$ cat config.mk
export PLATFORM = sky130hd
export DESIGN_NAME = wb_unit
export DESIGN_NICKNAME = d
export VERILOG_FILES = /design/src/rtl/wb_unit_pkg.sv /design/src/rtl/wb_unit_ld_fmt.sv /design/src/rtl/wb_unit.sv
export SDC_FILE = /design/constraint.sdc
export NUM_CORES = 1
export LEC_CHECK = 0
export ABC_AREA = 1
export CORE_UTILIZATION = 53
export CTS_BUF_LIST = sky130_fd_sc_hd__clkbuf_2 sky130_fd_sc_hd__clkbuf_4 sky130_fd_sc_hd__clkbuf_8
export DETAILED_ROUTE_END_ITERATION = 16
export PLACE_DENSITY = 0.85
export SLEW_MARGIN = 20
export SYNTH_ARGS = -nofsm -noshare
export SYNTH_HDL_FRONTEND = slang
export SYNTH_SLANG_ARGS = --single-unit
$ cat constraint.sdc
create_clock -name clock -period 6.45 [get_ports clock]
set_input_delay 0.645 -clock clock [delete_from_list [all_inputs] [get_ports clock]]
set_output_delay 0.645 -clock clock [all_outputs]
set_load 0.005 [all_outputs]
$ cat src/rtl/wb_unit_pkg.sv
// Shared definitions for the writeback unit: load funct3 encodings,
// the zero register index and the load-queue entry layout.
package wb_unit_pkg;

  localparam logic [2:0] F3_LB  = 3'b000;
  localparam logic [2:0] F3_LH  = 3'b001;
  localparam logic [2:0] F3_LW  = 3'b010;
  localparam logic [2:0] F3_LBU = 3'b100;
  localparam logic [2:0] F3_LHU = 3'b101;

  localparam logic [4:0] REG_ZERO = 5'd0;

  // One outstanding load: where it goes and how to shape the returned word.
  typedef struct packed {
    logic [4:0] rd;
    logic [2:0] funct3;
    logic [1:0] offset;
  } ld_entry_t;

endpackage

$ cat src/rtl/wb_unit_ld_fmt.sv
// Combinational load-data aligner/extender. Picks the addressed byte or
// halfword out of an aligned memory word and sign/zero-extends it.
// Halfwords are taken from the aligned half selected by offset[1].
module ld_fmt
  import wb_unit_pkg::*;
#(
  parameter int XLEN = 32
) (
  input  logic [XLEN-1:0] word,
  input  logic [2:0]      funct3,
  input  logic [1:0]      offset,
  output logic [XLEN-1:0] value,
  output logic            bad_funct3
);

  logic [XLEN-1:0] byte_shift;
  logic [XLEN-1:0] half_shift;
  logic [7:0]      lane_byte;
  logic [15:0]     lane_half;

  assign byte_shift = word >> {offset, 3'b000};
  assign half_shift = word >> {offset[1], 4'b0000};
  assign lane_byte  = byte_shift[7:0];
  assign lane_half  = half_shift[15:0];

  // Select width and extension from funct3; unknown encodings pass the word and flag it.
  always_comb begin
    value      = word;
    bad_funct3 = 1'b0;
    case (funct3)
      F3_LB:   value = {{(XLEN-8){lane_byte[7]}}, lane_byte};
      F3_LH:   value = {{(XLEN-16){lane_half[15]}}, lane_half};
      F3_LW:   value = word;
      F3_LBU:  value = {{(XLEN-8){1'b0}}, lane_byte};
      F3_LHU:  value = {{(XLEN-16){1'b0}}, lane_half};
      default: begin
        value      = word;
        bad_funct3 = 1'b1;
      end
    endcase
  end

endmodule

$ cat src/rtl/wb_unit.sv
// Writeback unit: merges execute results and returning load data onto the
// single regfile write port. Loads have priority; an execute result that
// collides with a load response is parked in a one-entry skid and written
// on the next cycle without a load response. Also tracks outstanding loads
// and exports a per-register busy mask for hazard stalls.
module wb_unit
  import wb_unit_pkg::*;
#(
  parameter int LD_DEPTH = 2,
  parameter int XLEN     = 32
) (
  input  logic            clock,
  input  logic            reset,
  input  logic            ex_valid,
  output logic            ex_ready,
  input  logic [4:0]      ex_rd,
  input  logic [XLEN-1:0] ex_val,
  input  logic            ld_issue_valid,
  output logic            ld_issue_ready,
  input  logic [4:0]      ld_rd,
  input  logic [2:0]      ld_funct3,
  input  logic [1:0]      ld_offset,
  input  logic            mem_rsp_valid,
  input  logic [XLEN-1:0] mem_rsp_data,
  output logic [4:0]      rd_addr,
  output logic [XLEN-1:0] w_val,
  output logic [31:0]     busy,
  output logic            err
);

  localparam int PTR_W = $clog2(LD_DEPTH);

  // Load queue state: per-slot valid bits, payload array, ring pointers.
  ld_entry_t          q_mem [LD_DEPTH];
  logic [LD_DEPTH-1:0] q_valid_reg, q_valid_next;
  logic [PTR_W-1:0]   wr_ptr_reg, wr_ptr_next;
  logic [PTR_W-1:0]   rd_ptr_reg, rd_ptr_next;

  // Skid entry holding one execute result displaced by a load response.
  logic               skid_full_reg, skid_full_next;
  logic [4:0]         skid_rd_reg, skid_rd_next;
  logic [XLEN-1:0]    skid_val_reg, skid_val_next;

  // Registered regfile write port and sticky error.
  logic [4:0]         rd_addr_reg, rd_addr_next;
  logic [XLEN-1:0]    w_val_reg, w_val_next;
  logic               err_reg, err_next;

  logic               q_empty;
  logic               q_full;
  logic               push;
  logic               rsp_pop;
  logic               rsp_orphan;
  logic               ex_accept;
  ld_entry_t          head;
  ld_entry_t          new_entry;
  logic [XLEN-1:0]    fmt_val;
  logic               fmt_bad;
  logic [31:0]        entry_mask [LD_DEPTH];
  logic [31:0]        busy_acc;

  assign q_empty    = ~|q_valid_reg;
  assign q_full     = &q_valid_reg;
  assign push       = ld_issue_valid && !q_full;
  assign rsp_pop    = mem_rsp_valid && !q_empty;
  assign rsp_orphan = mem_rsp_valid && q_empty;
  assign ex_accept  = ex_valid && !skid_full_reg;

  assign head      = q_mem[rd_ptr_reg];
  assign new_entry = '{rd: ld_rd, funct3: ld_funct3, offset: ld_offset};

  assign ex_ready       = !skid_full_reg;
  assign ld_issue_ready = !q_full;
  assign rd_addr        = rd_addr_reg;
  assign w_val          = w_val_reg;
  assign err            = err_reg;

  ld_fmt #(
    .XLEN(XLEN)
  ) u_ld_fmt (
    .word       (mem_rsp_data),
    .funct3     (head.funct3),
    .offset     (head.offset),
    .value      (fmt_val),
    .bad_funct3 (fmt_bad)
  );

  // Queue bookkeeping: pop on a response, push on an accepted issue; both may happen together.
  always_comb begin
    q_valid_next = q_valid_reg;
    wr_ptr_next  = wr_ptr_reg;
    rd_ptr_next  = rd_ptr_reg;
    if (rsp_pop) begin
      q_valid_next[rd_ptr_reg] = 1'b0;
      rd_ptr_next              = rd_ptr_reg + PTR_W'(1);
    end
    if (push) begin
      q_valid_next[wr_ptr_reg] = 1'b1;
      wr_ptr_next              = wr_ptr_reg + PTR_W'(1);
    end
  end

  // Write-port arbitration: load response, then skid, then direct execute result.
  always_comb begin
    rd_addr_next   = REG_ZERO;
    w_val_next     = '0;
    skid_full_next = skid_full_reg;
    skid_rd_next   = skid_rd_reg;
    skid_val_next  = skid_val_reg;
    err_next       = err_reg | rsp_orphan;
    if (rsp_pop) begin
      rd_addr_next = head.rd;
      w_val_next   = fmt_val;
      err_next     = err_reg | fmt_bad;
      // ex_accept implies the skid is empty here, so capturing cannot overwrite.
      if (ex_accept) begin
        skid_full_next = 1'b1;
        skid_rd_next   = ex_rd;
        skid_val_next  = ex_val;
      end
    end else if (skid_full_reg) begin
      rd_addr_next   = skid_rd_reg;
      w_val_next     = skid_val_reg;
      skid_full_next = 1'b0;
    end else if (ex_accept) begin
      rd_addr_next = ex_rd;
      w_val_next   = ex_val;
    end
  end

  // Per-slot one-hot destination mask, gated by slot validity.
  generate
    for (genvar gi = 0; gi < LD_DEPTH; gi++) begin : g_busy
      assign entry_mask[gi] = q_valid_reg[gi] ? (32'd1 << q_mem[gi].rd) : 32'd0;
    end
  endgenerate

  // OR the slot masks together; x0 is never reported busy.
  always_comb begin
    busy_acc = '0;
    for (int i = 0; i < LD_DEPTH; i++) begin
      busy_acc = busy_acc | entry_mask[i];
    end
  end

  assign busy = {busy_acc[31:1], 1'b0};

  // Queue payload needs no reset; validity bits decide what is meaningful.
  always_ff @(posedge clock) begin
    if (push) begin
      q_mem[wr_ptr_reg] <= new_entry;
    end
  end

  // Control state and the registered write port, cleared asynchronously.
  always_ff @(posedge clock or posedge reset) begin
    if (reset) begin
      q_valid_reg   <= '0;
      wr_ptr_reg    <= '0;
      rd_ptr_reg    <= '0;
      skid_full_reg <= 1'b0;
      skid_rd_reg   <= REG_ZERO;
      skid_val_reg  <= '0;
      rd_addr_reg   <= REG_ZERO;
      w_val_reg     <= '0;
      err_reg       <= 1'b0;
    end else begin
      q_valid_reg   <= q_valid_next;
      wr_ptr_reg    <= wr_ptr_next;
      rd_ptr_reg    <= rd_ptr_next;
      skid_full_reg <= skid_full_next;
      skid_rd_reg   <= skid_rd_next;
      skid_val_reg  <= skid_val_next;
      rd_addr_reg   <= rd_addr_next;
      w_val_reg     <= w_val_next;
      err_reg       <= err_next;
    end
  end

endmodule

==> results.json <==
{
  "status": "finished clean",
  "cts.sinks": 100,
  "hpwl_mm": 11.4,
  "tns_ns": 0,
  "synth_edf_count": 20,
  "cts_buffers": 9,
  "die_h_um": 102,
  "synthArstFlopShare_pct": 80.0,
  "syn_area_um2": 5320,
  "path_cells": "inv_2 -> nand2_2 -> nor2_8 -> inv_2 -> nand2_1 -> o21ai_0",
  "switchingPower_mw": 1.11,
  "wl_per_cell_um": 16.1,
  "yosys_warnings": 0,
  "seq_area_frac_synth_pct": 48.9,
  "slowest_delay_ns": 1.09,
  "cap_violations": 0,
  "yosysTopAreaCell": "dfrtp_1",
  "gp_congestion": 0.967,
  "clk_pin_slew_ns": 0.09,
  "final_cells": 958,
  "initialDrtViolationCount": 504,
  "port_buffers": 154,
  "cp_top_family": "flip-flops",
  "cts.path.max_buffers": 2,
  "fin_ws_ns": 3.24,
  "postCtsSetupBuffers": 0,
  "skew_ns": 0.00870,
  "grt_max_degree": 81,
  "worstReg2RegStart": "skid_full_reg$_DFFE_PP0P_",
  "critPathRequiredTime_ns": 6.73,
  "final_cell_mix": "nand2_1 (160), clkdlybuf4s50_1 (154), inv_1 (102), dfrtp_1 (80), a21oi_1 (59)",
  "cts_tree": "built",
  "ctsHoldBuffers": 0,
  "root_buffer": "clkbuf_8",
  "fmax_mhz": 311,
  "coreArea_um2": 9770,
  "rsz0062_at_grt": "false",
  "final_common_cell": "nand2_1",
  "cp_num_buf_inv": 2,
  "dpl_worst_slack_ns": 3.28,
  "yosys.area.top_type_share_pct": 37.6,
  "dieArea_um2": 10400,
  "holdPathEnd": "skid_rd_reg[4]$_DFFE_PP0P_",
  "antennaDiodeCount": 0,
  "std_cell_rows": 36,
  "leakage_nw": 3.18,
  "cp_max_fo": 66,
  "start_util_pct": 54.5,
  "drc": 0,
  "reg2reg_depth": 6,
  "die_w_um": 102,
  "vias": 5434,
  "whs_ns": 0.494,
  "holdPathStages": 2,
  "drive_above_1_share_pct": 4.36,
  "pwr-share-comb_pct": 46.3,
  "r2r-end": "skid_val_reg[31]$_DFFE_PP0P_",
  "finalSetupViolCount": 0,
  "grt_overflow": 0,
  "path_common_cell": "inv_2",
  "routed_wl_mm": 15.4,
  "ys.flop_type": "dfrtp_1",
  "synth_area_leaders": "dfrtp_1 (38%), edfxtp_1 (11%), nand2_1 (11%), inv_1 (7.3%), a21oi_1 (5.5%)",
  "hold_viol": 0,
  "maxSlewViolCount": 0,
  "busiest_layer": "met2",
  "postSynthCellCount": 687,
  "sw_frac_of_total_pct": 40.7,
  "synth_seq_cells": 100,
  "htreeDepth": 3,
  "ir_worst_vdd_v": 0.000185,
  "ios": 156,
  "grt.total_usage_pct": 29.5,
  "use_met2_pct": 46.6,
  "layout.nets": 904,
  "drtAntennaViolNets": 0,
  "relSlewSlack_pct": 25.2,
  "synth_nets": 771,
  "p_clk_share_pct": 13.8,
  "use_met1_pct": 39.3,
  "dp.cells": 941,
  "vias_per_cell": 5.67,
  "start_kind": "flop",
  "dr.pass1.iters": 6,
  "cts_resized": 0,
  "use_met3_pct": 7.52,
  "clkLatencyLatePin_ns": 0.37,
  "seqPwrFrac_pct": 39.9,
  "syn2layout_area_growth_pct": 32.9,
  "end_kind": "flop",
  "hold_path.class": "flop to flop",
  "fin_crit_sh_pct": 49.8,
  "finalPower_mw": 2.73,
  "regToRegSetupSlack_ns": 3.24,
  "avgSynthCellArea_um2": 7.75,
  "tightest_slew_ns": 1.12,
  "antenna_found_initial": 0,
  "arrival_ns": 3.49,
  "criticalPathCategory": "flop to flop",
  "powerDensity_nw_per_um2": 385,
  "hold_path.startpoint": "skid_rd_reg[4]$_DFFE_PP0P_",
  "min_period_ns": 3.21,
  "slowest_stage": "dfrtp_1",
  "ys_types": 32,
  "grt_pass1_vias": 4857,
  "grt_pass1_wl_mm": 23.5,
  "p_int_mw": 1.62
}
[power by group through the flow]
stage | logic (mW) | clock network (mW) | registers, mW
floorplan | 0.753 | 0 | 1.05
global placement | 1.19 | 0 | 1.09
detailed placement | 1.23 | 0 | 1.09
CTS | 1.24 | 0.381 | 1.08
global route | 1.40 | 0.400 | 1.11
finish | 1.26 | 0.376 | 1.09
[Yosys cell counts, types with 2 or more instances]
master and count:
nand4_1 2, nor2_1 23, o21ai_0 58, nand2_1 160, clkbuf_1 20, nor3_1 16, nand3_1 34, a211oi_1 8
inv_1 103, nand2_2 2, nand3_2 2, o21ai_1 32, a31oi_1 5, buf_6 6, buf_4 2, dfrtp_1 80
a21oi_1 59, inv_2 6, o22ai_1 31, buf_2 7, edfxtp_1 20
[metal layers]
metal / part of all wire [%] / wire length [um]
met5: 0 / 0
met3: 12 / 1840
met4: 2.5 / 388
met1: 39 / 6080
met2: 46 / 7120
[tightest hold or removal path, cell delays in order, from the launching register on]
cell	delay (ns)
dfrtp_1	0.36
nand2_1	0.05
o21ai_0	0.05
[worst max path at each step]
stage | from | end | slack, ns | cells after the start
finish | skid_full_reg$_DFFE_PP0P_ | skid_val_reg[31]$_DFFE_PP0P_ | 3.24 | 6
global route | skid_full_reg$_DFFE_PP0P_ | skid_val_reg[11]$_DFFE_PP0P_ | 3.00 | 6
CTS | skid_full_reg$_DFFE_PP0P_ | skid_val_reg[26]$_DFFE_PP0P_ | 3.32 | 6
detailed placement | mem_rsp_valid | skid_val_reg[26]$_DFFE_PP0P_ | 3.28 | 9
global placement | mem_rsp_valid | skid_val_reg[31]$_DFFE_PP0P_ | 3.42 | 9
floorplan | reset | err$_DFF_PP0_ | 3.75 | 1
[logic make-up after synthesis]
logic type,synth area share (%)
compound gates,20.3
xor+xnor,0.165
buf+inv,11.3
flops,48.9
other cells,0.0705
simple gates,19.3
[per-stage QoR]
stage / cell area (um2) / util (%)
final: 7070 / 72.4
after global routing: 7070 / 72.4
after CTS: 7040 / 72.0
after detailed placement: 6860 / 70.2
after global placement: 6860 / 70.2
after floorplan: 5320 / -
[cell type report]
class | instances | area [um2]
Tap cell | 133 | 166
Inverter | 109 | 410
Sequential cell | 100 | 2600
Fill cell | 762 | 2700
Timing Repair Buffer | 157 | 1580
Clock inverter | 5 | 36.3
Multi-Input combinational cell | 443 | 2130
Clock buffer | 11 | 145
(Power assumes the default switching activity.)
